--- src/rtl/bin_to_bcd_display_if.sv ---
// Interface bundling the request/response signals of bin_to_bcd_display.
// The master drives start/value (the arithmetic datapath). The slave is the
// converter, which returns status and the three BCD digits for the
// char_7seg decoders.
interface bin_to_bcd_display_if #(
    parameter int WIDTH = 10
);
    logic             start;
    logic [WIDTH-1:0] value;
    logic             busy;
    logic             done;
    logic             overflow;
    logic [3:0]       bcd1;
    logic [3:0]       bcd10;
    logic [3:0]       bcd100;

    modport master (
        output start,
        output value,
        input  busy,
        input  done,
        input  overflow,
        input  bcd1,
        input  bcd10,
        input  bcd100
    );

    modport slave (
        input  start,
        input  value,
        output busy,
        output done,
        output overflow,
        output bcd1,
        output bcd10,
        output bcd100
    );
endinterface

--- src/rtl/bin_to_bcd_display.sv ---
// bin_to_bcd_display: sequential binary-to-BCD converter (shift-and-add-3).
//
// A start in IDLE captures the unsigned operand. WIDTH adjust-and-shift
// iterations follow, one per clock. One final cycle then registers the three
// low BCD digits and pulses done. Operands above 999 saturate to 9,9,9 and
// raise overflow. Overflow holds until the next done.
//
// Optional feature: define BCD_LEADING_BLANK_EN to replace leading zero digits
// with 4'hF, which is the blank code of the display decoder. Only bcd100 and
// bcd10 can be blanked, and only on a done cycle. Reset values stay 0.
module bin_to_bcd_display #(
    parameter int WIDTH = 10
) (
    input  logic                  clock,
    input  logic                  reset_n,
    bin_to_bcd_display_if.slave   bus
);

    // The counter must hold the value WIDTH itself, not only WIDTH-1.
    localparam int CNT_W = $clog2(WIDTH + 1);

    typedef enum logic {
        IDLE  = 1'b0,
        SHIFT = 1'b1
    } state_t;

    state_t           state;
    state_t           state_next;

    logic             accept;
    logic             shift_en;
    logic             finish;

    logic [WIDTH-1:0] bin_q;
    logic [19:0]      scratch_q;
    logic [CNT_W-1:0] cnt_q;
    logic             ovf_pend_q;

    logic             busy_q;
    logic             done_q;
    logic             overflow_q;
    logic [3:0]       bcd1_q;
    logic [3:0]       bcd10_q;
    logic [3:0]       bcd100_q;

    logic [11:0]      digits_fmt;

    // Add 3 to every BCD digit that is 5 or more, so that the following
    // left shift carries correctly into the next decimal digit.
    function automatic logic [19:0] add3_digits(input logic [19:0] s);
        logic [19:0] r;
        logic [3:0]  d;
        r = s;
        for (int i = 0; i < 5; i++) begin
            d = s[4*i +: 4];
            if (d >= 4'd5) begin
                r[4*i +: 4] = d + 4'd3;
            end
        end
        return r;
    endfunction

    // Operands that do not fit in three digits display as 9,9,9.
    function automatic logic [11:0] saturate_digits(input logic [11:0] d,
                                                    input logic        ovf);
        return ovf ? 12'h999 : d;
    endfunction

    // Leading-zero suppression. The units digit is always shown.
    function automatic logic [11:0] blank_leading(input logic [11:0] d);
        logic [11:0] r;
        r = d;
`ifdef BCD_LEADING_BLANK_EN
        if (d[11:8] == 4'd0) begin
            r[11:8] = 4'hF;
            if (d[7:4] == 4'd0) begin
                r[7:4] = 4'hF;
            end
        end
`endif
        return r;
    endfunction

    // State register.
    always_ff @(posedge clock or negedge reset_n) begin
        if (!reset_n) begin
            state <= IDLE;
        end else begin
            state <= state_next;
        end
    end

    // Next-state logic and datapath step strobes. The cycle with cnt_q == 0
    // is the completion step, after the WIDTH shift iterations.
    always_comb begin
        state_next = state;
        accept     = 1'b0;
        shift_en   = 1'b0;
        finish     = 1'b0;
        case (state)
            IDLE: begin
                if (bus.start) begin
                    accept     = 1'b1;
                    state_next = SHIFT;
                end
            end
            SHIFT: begin
                if (cnt_q != '0) begin
                    shift_en = 1'b1;
                end else begin
                    finish     = 1'b1;
                    state_next = IDLE;
                end
            end
            default: begin
                state_next = IDLE;
            end
        endcase
    end

    // Conversion datapath: operand capture, then adjust-and-shift of
    // {scratch, binary}. A start while busy is ignored because it is only
    // honoured in IDLE.
    always_ff @(posedge clock or negedge reset_n) begin
        if (!reset_n) begin
            bin_q      <= '0;
            scratch_q  <= '0;
            cnt_q      <= '0;
            ovf_pend_q <= 1'b0;
        end else if (accept) begin
            bin_q      <= bus.value;
            scratch_q  <= '0;
            cnt_q      <= CNT_W'(WIDTH);
            ovf_pend_q <= (32'(bus.value) > 32'd999);
        end else if (shift_en) begin
            {scratch_q, bin_q} <= {add3_digits(scratch_q), bin_q} << 1;
            cnt_q              <= cnt_q - CNT_W'(1);
        end
    end

    // Units, tens and hundreds digits: saturation takes priority over blanking.
    assign digits_fmt = saturate_digits(blank_leading(scratch_q[11:0]), ovf_pend_q);

    // Output registers. Digits and overflow change only on completion.
    // busy covers exactly the shift iterations.
    always_ff @(posedge clock or negedge reset_n) begin
        if (!reset_n) begin
            busy_q     <= 1'b0;
            done_q     <= 1'b0;
            overflow_q <= 1'b0;
            bcd1_q     <= 4'd0;
            bcd10_q    <= 4'd0;
            bcd100_q   <= 4'd0;
        end else begin
            busy_q <= shift_en;
            done_q <= finish;
            if (finish) begin
                overflow_q <= ovf_pend_q;
                bcd100_q   <= digits_fmt[11:8];
                bcd10_q    <= digits_fmt[7:4];
                bcd1_q     <= digits_fmt[3:0];
            end
        end
    end

    assign bus.busy     = busy_q;
    assign bus.done     = done_q;
    assign bus.overflow = overflow_q;
    assign bus.bcd1     = bcd1_q;
    assign bus.bcd10    = bcd10_q;
    assign bus.bcd100   = bcd100_q;

endmodule

--- src/flat_wrapper.sv ---
// flat-port wrapper written by rule: the top's interface ports become plain ports
module bin_to_bcd_display_flat 
#(
    parameter int WIDTH = 10
)
  (clock, reset_n, bus_start, bus_value, bus_busy, bus_done, bus_overflow, bus_bcd1, bus_bcd10, bus_bcd100);
  bin_to_bcd_display_if #(.WIDTH(WIDTH)) bus_i ();
  input  logic clock;
  input  logic reset_n;
  input wire logic [$bits(bus_i.start)-1:0] bus_start;
  input wire logic [$bits(bus_i.value)-1:0] bus_value;
  output wire logic [$bits(bus_i.busy)-1:0] bus_busy;
  output wire logic [$bits(bus_i.done)-1:0] bus_done;
  output wire logic [$bits(bus_i.overflow)-1:0] bus_overflow;
  output wire logic [$bits(bus_i.bcd1)-1:0] bus_bcd1;
  output wire logic [$bits(bus_i.bcd10)-1:0] bus_bcd10;
  output wire logic [$bits(bus_i.bcd100)-1:0] bus_bcd100;
  assign bus_i.start = bus_start;
  assign bus_i.value = bus_value;
  assign bus_busy = bus_i.busy;
  assign bus_done = bus_i.done;
  assign bus_overflow = bus_i.overflow;
  assign bus_bcd1 = bus_i.bcd1;
  assign bus_bcd10 = bus_i.bcd10;
  assign bus_bcd100 = bus_i.bcd100;
  bin_to_bcd_display #(.WIDTH(WIDTH)) u_core (.clock(clock), .reset_n(reset_n), .bus(bus_i));
endmodule
--- config.mk ---
export PLATFORM = sky130hd
export DESIGN_NAME = bin_to_bcd_display_flat
export DESIGN_NICKNAME = d
export VERILOG_FILES = /design/src/rtl/bin_to_bcd_display_if.sv /design/src/rtl/bin_to_bcd_display.sv /design/src/flat_wrapper.sv
export SDC_FILE = /design/constraint.sdc
export NUM_CORES = 1
export LEC_CHECK = 0
export BUFFER_PORTS_ARGS = -buffer_cell sky130_fd_sc_hd__buf_2
export CAP_MARGIN = 20
export CORE_MARGIN = 10
export CORE_UTILIZATION = 44
export CTS_BUF_LIST = sky130_fd_sc_hd__clkbuf_8 sky130_fd_sc_hd__clkbuf_16
export CTS_CLUSTER_SIZE = 24
export DETAILED_ROUTE_END_ITERATION = 8
export PLACE_DENSITY = 0.63
export SLEW_MARGIN = 20
export SYNTH_ARGS = -nofsm -noshare
export SYNTH_HDL_FRONTEND = slang
export SYNTH_SLANG_ARGS = --single-unit
--- constraint.sdc ---
create_clock -name clock -period 1.9 [get_ports clock]
set_clock_uncertainty 0.05 [all_clocks]
set_input_delay 0.57 -clock clock [delete_from_list [all_inputs] [get_ports clock]]
set_output_delay 0.57 -clock clock [all_outputs]
set_load 0.005 [all_outputs]
==> flow_metrics.py <==
metrics = {
    "synthesis": {
        "synth_area_per_cell_sq_um": 10.31,
        "netlist_area_sq_um": 1989,
        "ys_seq_area_frac": 0.5409,
        "synth_cells": 193,
        "ys_warn_count": 0,
        "postSynthNetCount": 213,
        "synth_cell_type_count": 31,
        "ys_ff_latch": 43,
    },
    "hold_path": {
        "min_path_type": "in -> async",
    },
    "cts": {
        "htreeDepth": 2,
        "cts_setup_buffers": 0,
        "clockBufferDepth": 2,
        "numClockSinks": 43,
        "clock_latency_ps": 290,
        "cts_buffers": 5,
        "path_clk_slew_ps": 80,
        "cts_tree": "built",
        "clock-root-buffer": "clkbuf_8",
        "postCtsHoldBufs": 0,
        "postCtsResizedCells": 0,
    },
    "place": {
        "gp_congestion": 0.8016,
        "place_inst": 271,
        "io_buffer_count": 27,
        "hpwl_um": 2905,
    },
    "sta": {
        "tns_ps": 0,
        "setup_violations": 0,
        "max_slew_margin": 0.6472,
        "whs_ps": 288.0,
        "min_period_over_period": 0.9349,
        "finalHoldViolations": 0,
        "rsz0062_at_grt": "no",
        "finalMaxSlewViolations": 0,
        "tightestPinTransition_ps": 529.2,
        "period_needed_ps": 1776,
        "fmax_ghz": 0.5630,
    },
    "route": {
        "drc": 0,
        "wl_per_cell_um": 14.39,
        "dr.pass1.iters": 4,
        "via_count": 1472,
        "via_per_inst": 5.276,
        "first_iter_violations": 62,
        "routed_wl_um": 4014,
        "ant_nets": 0,
    },
    "floorplan": {
        "rows": 24,
        "core_sq_um": 4354,
        "die_area_sq_um": 7611,
        "die_width_um": 87.24,
        "ios": 28,
        "start_util": 0.4569,
        "die_h_um": 87.24,
    },
    "cells_and_area": {
        "fillers": 422,
        "layout_commonest_cell": "dfrtp_1",
        "layout_common_cells": "dfrtp_1 (43), buf_2 (27), nand2_1 (23)",
        "drive_above_1_share": 0.2291,
        "antenna_cells": 0,
        "fin_nets": 246,
        "fin_cells": 279,
        "syn_to_final_growth_pct": 17.67,
    },
    "power_and_ir_drop": {
        "power_density_nw_per_um2": 1691,
        "power.leakage_uw": 0.001145,
        "vdd_ir_drop_max_mv": 0.7668,
    },
    "global_route": {
        "grt_pass1_wl_um": 7120,
        "grt_max_degree": 44,
        "antenna_found_initial": 0,
        "grt.total_usage": 0.1117,
        "grt_pass1_vias": 1579,
        "overflow": 0,
    },
    "setup_path": {
        "worstSetupStartpointType": "flip-flop",
        "crit_arrival_ps": 1910,
        "endpoint_kind": "flip-flop",
        "worstSetupPathType": "reg -> reg",
        "cp.required_ps": 2030,
        "crit_fanout": 20,
    },
    "flow_run": {
        "max_cap_viol_count": 0,
    },
    "status": {
        "status": "completed",
    },
}
[metrics by stage]
stage | total power [uW] | util | cell area [sq um] | setup slack [ps]
floorplan | 2702 | - | 1989 | 288.7
global route | 4310 | 0.5376 | 2341 | 6.875
global placement | 3131 | 0.5066 | 2206 | 201.5
finish | 3958 | 0.5376 | 2341 | 123.7
detailed placement | 3179 | 0.5066 | 2206 | 154.2
CTS | 4009 | 0.5371 | 2338 | 131.5
[worst paths after layout]
| path | from | to | slack (ps) | cells past startpoint |
|---|---|---|---|---|
| min reg2reg | u_core.bus.bcd10[0] | u_core.bus.bcd10[0] | 430 | 2 |
| min in group clock | u_core.bus.bcd10[0] | u_core.bus.bcd10[0] | 430 | 2 |
| min | reset_n | u_core.bus.bcd10[0] | 290 | 2 |
| max | u_core.cnt_q[0] | u_core.bin_q[7] | 120 | 6 |
| max in group asynchronous | reset_n | u_core.scratch_q[10] | 1150 | 2 |
| max reg2reg | u_core.cnt_q[0] | u_core.bin_q[7] | 120 | 6 |
[flip-flops by register name, indices dropped and copies added (netlist names)]
signal	flops
u_core.bus.overflow	1
u_core.bus.bcd10	4
u_core.state	1
u_core.bus.bcd100	4
u_core.bus.bcd1	4
u_core.cnt_q	4
u_core.bus.busy	1
u_core.bus.done	1
u_core.ovf_pend_q	1
u_core.bin_q	10
u_core.scratch_q	12
[critical path: stages (launching register included)]
cell and delay [ps]:
dfrtp_1 410, inv_1 70, ha_1 150, nor3b_2 240, nand2b_4 210, inv_2 160
a221o_1 380
[metal layers]
| layer | wire (um) | GRT usage |
|---|---|---|
| met2 | 1783 | 0.1772 |
| met3 | 281 | 0.04307 |
| met4 | 42 | 0.03043 |
| met1 | 1906 | 0.1378 |
| met5 | 0 | 0 |
[final cells by class]
| class | count | area [sq um] | area share |
|---|---|---|---|
| sequential | 43 | 1076 | 0.4596 |
| multi-input combinational | 128 | 815.8 | 0.3485 |
| timing repair buffer | 37 | 210.2 | 0.08979 |
| clock buffer | 5 | 68.82 | 0.02940 |
| tap | 52 | 65.06 | 0.02779 |
| clock inverter | 3 | 63.81 | 0.02726 |
| inverter | 11 | 41.29 | 0.01764 |
[logic make-up (layout without fill, tap and decap cells)]
| logic type | Yosys count | after routing | share of synthesized area |
|---|---|---|---|
| adder cells (fa/ha/maj) | 7 | 7 | 0.04402 |
| buffers and inverters | 22 | 56 | 0.05031 |
| XOR/XNOR | 3 | 3 | 0.01321 |
| AO/OA/AOI/OAI | 51 | 51 | 0.1667 |
| flip-flops | 43 | 43 | 0.5409 |
| AND/OR/NAND/NOR | 62 | 62 | 0.1572 |
| multiplexers | 5 | 5 | 0.02767 |
[report_power, final]
group | switching, uW | internal, uW
Sequential | 289 | 1310
Combinational | 798 | 735
Clock | 306 | 520
Total | 1390 | 2570
[Yosys cell counts, drive strengths merged]
| cell | n | share of area |
|---|---|---|
| a211oi | 1 | 0.0038 |
| a21oi | 6 | 0.015 |
| a221o | 6 | 0.030 |
| a22oi | 2 | 0.0075 |
| a31oi | 1 | 0.0031 |
| a32o | 3 | 0.015 |
| and3 | 6 | 0.019 |
| buf | 7 | 0.022 |
| clkbuf | 4 | 0.0075 |
| dfrtp | 43 | 0.54 |
| ha | 7 | 0.044 |
| inv | 11 | 0.021 |
| mux2 | 4 | 0.023 |
| mux2i | 1 | 0.0050 |
| nand2 | 24 | 0.045 |
| nand2b | 8 | 0.029 |
| nand3 | 12 | 0.030 |
| nand4 | 1 | 0.0031 |
| nor2 | 6 | 0.011 |
| nor2b | 1 | 0.0031 |
| nor3 | 1 | 0.0025 |
| nor3b | 3 | 0.014 |
| o211ai | 1 | 0.0038 |
| o21ai | 23 | 0.058 |
| o31ai | 8 | 0.030 |
| xnor2 | 3 | 0.013 |
Note: power is estimated with default switching activity, not from simulation.
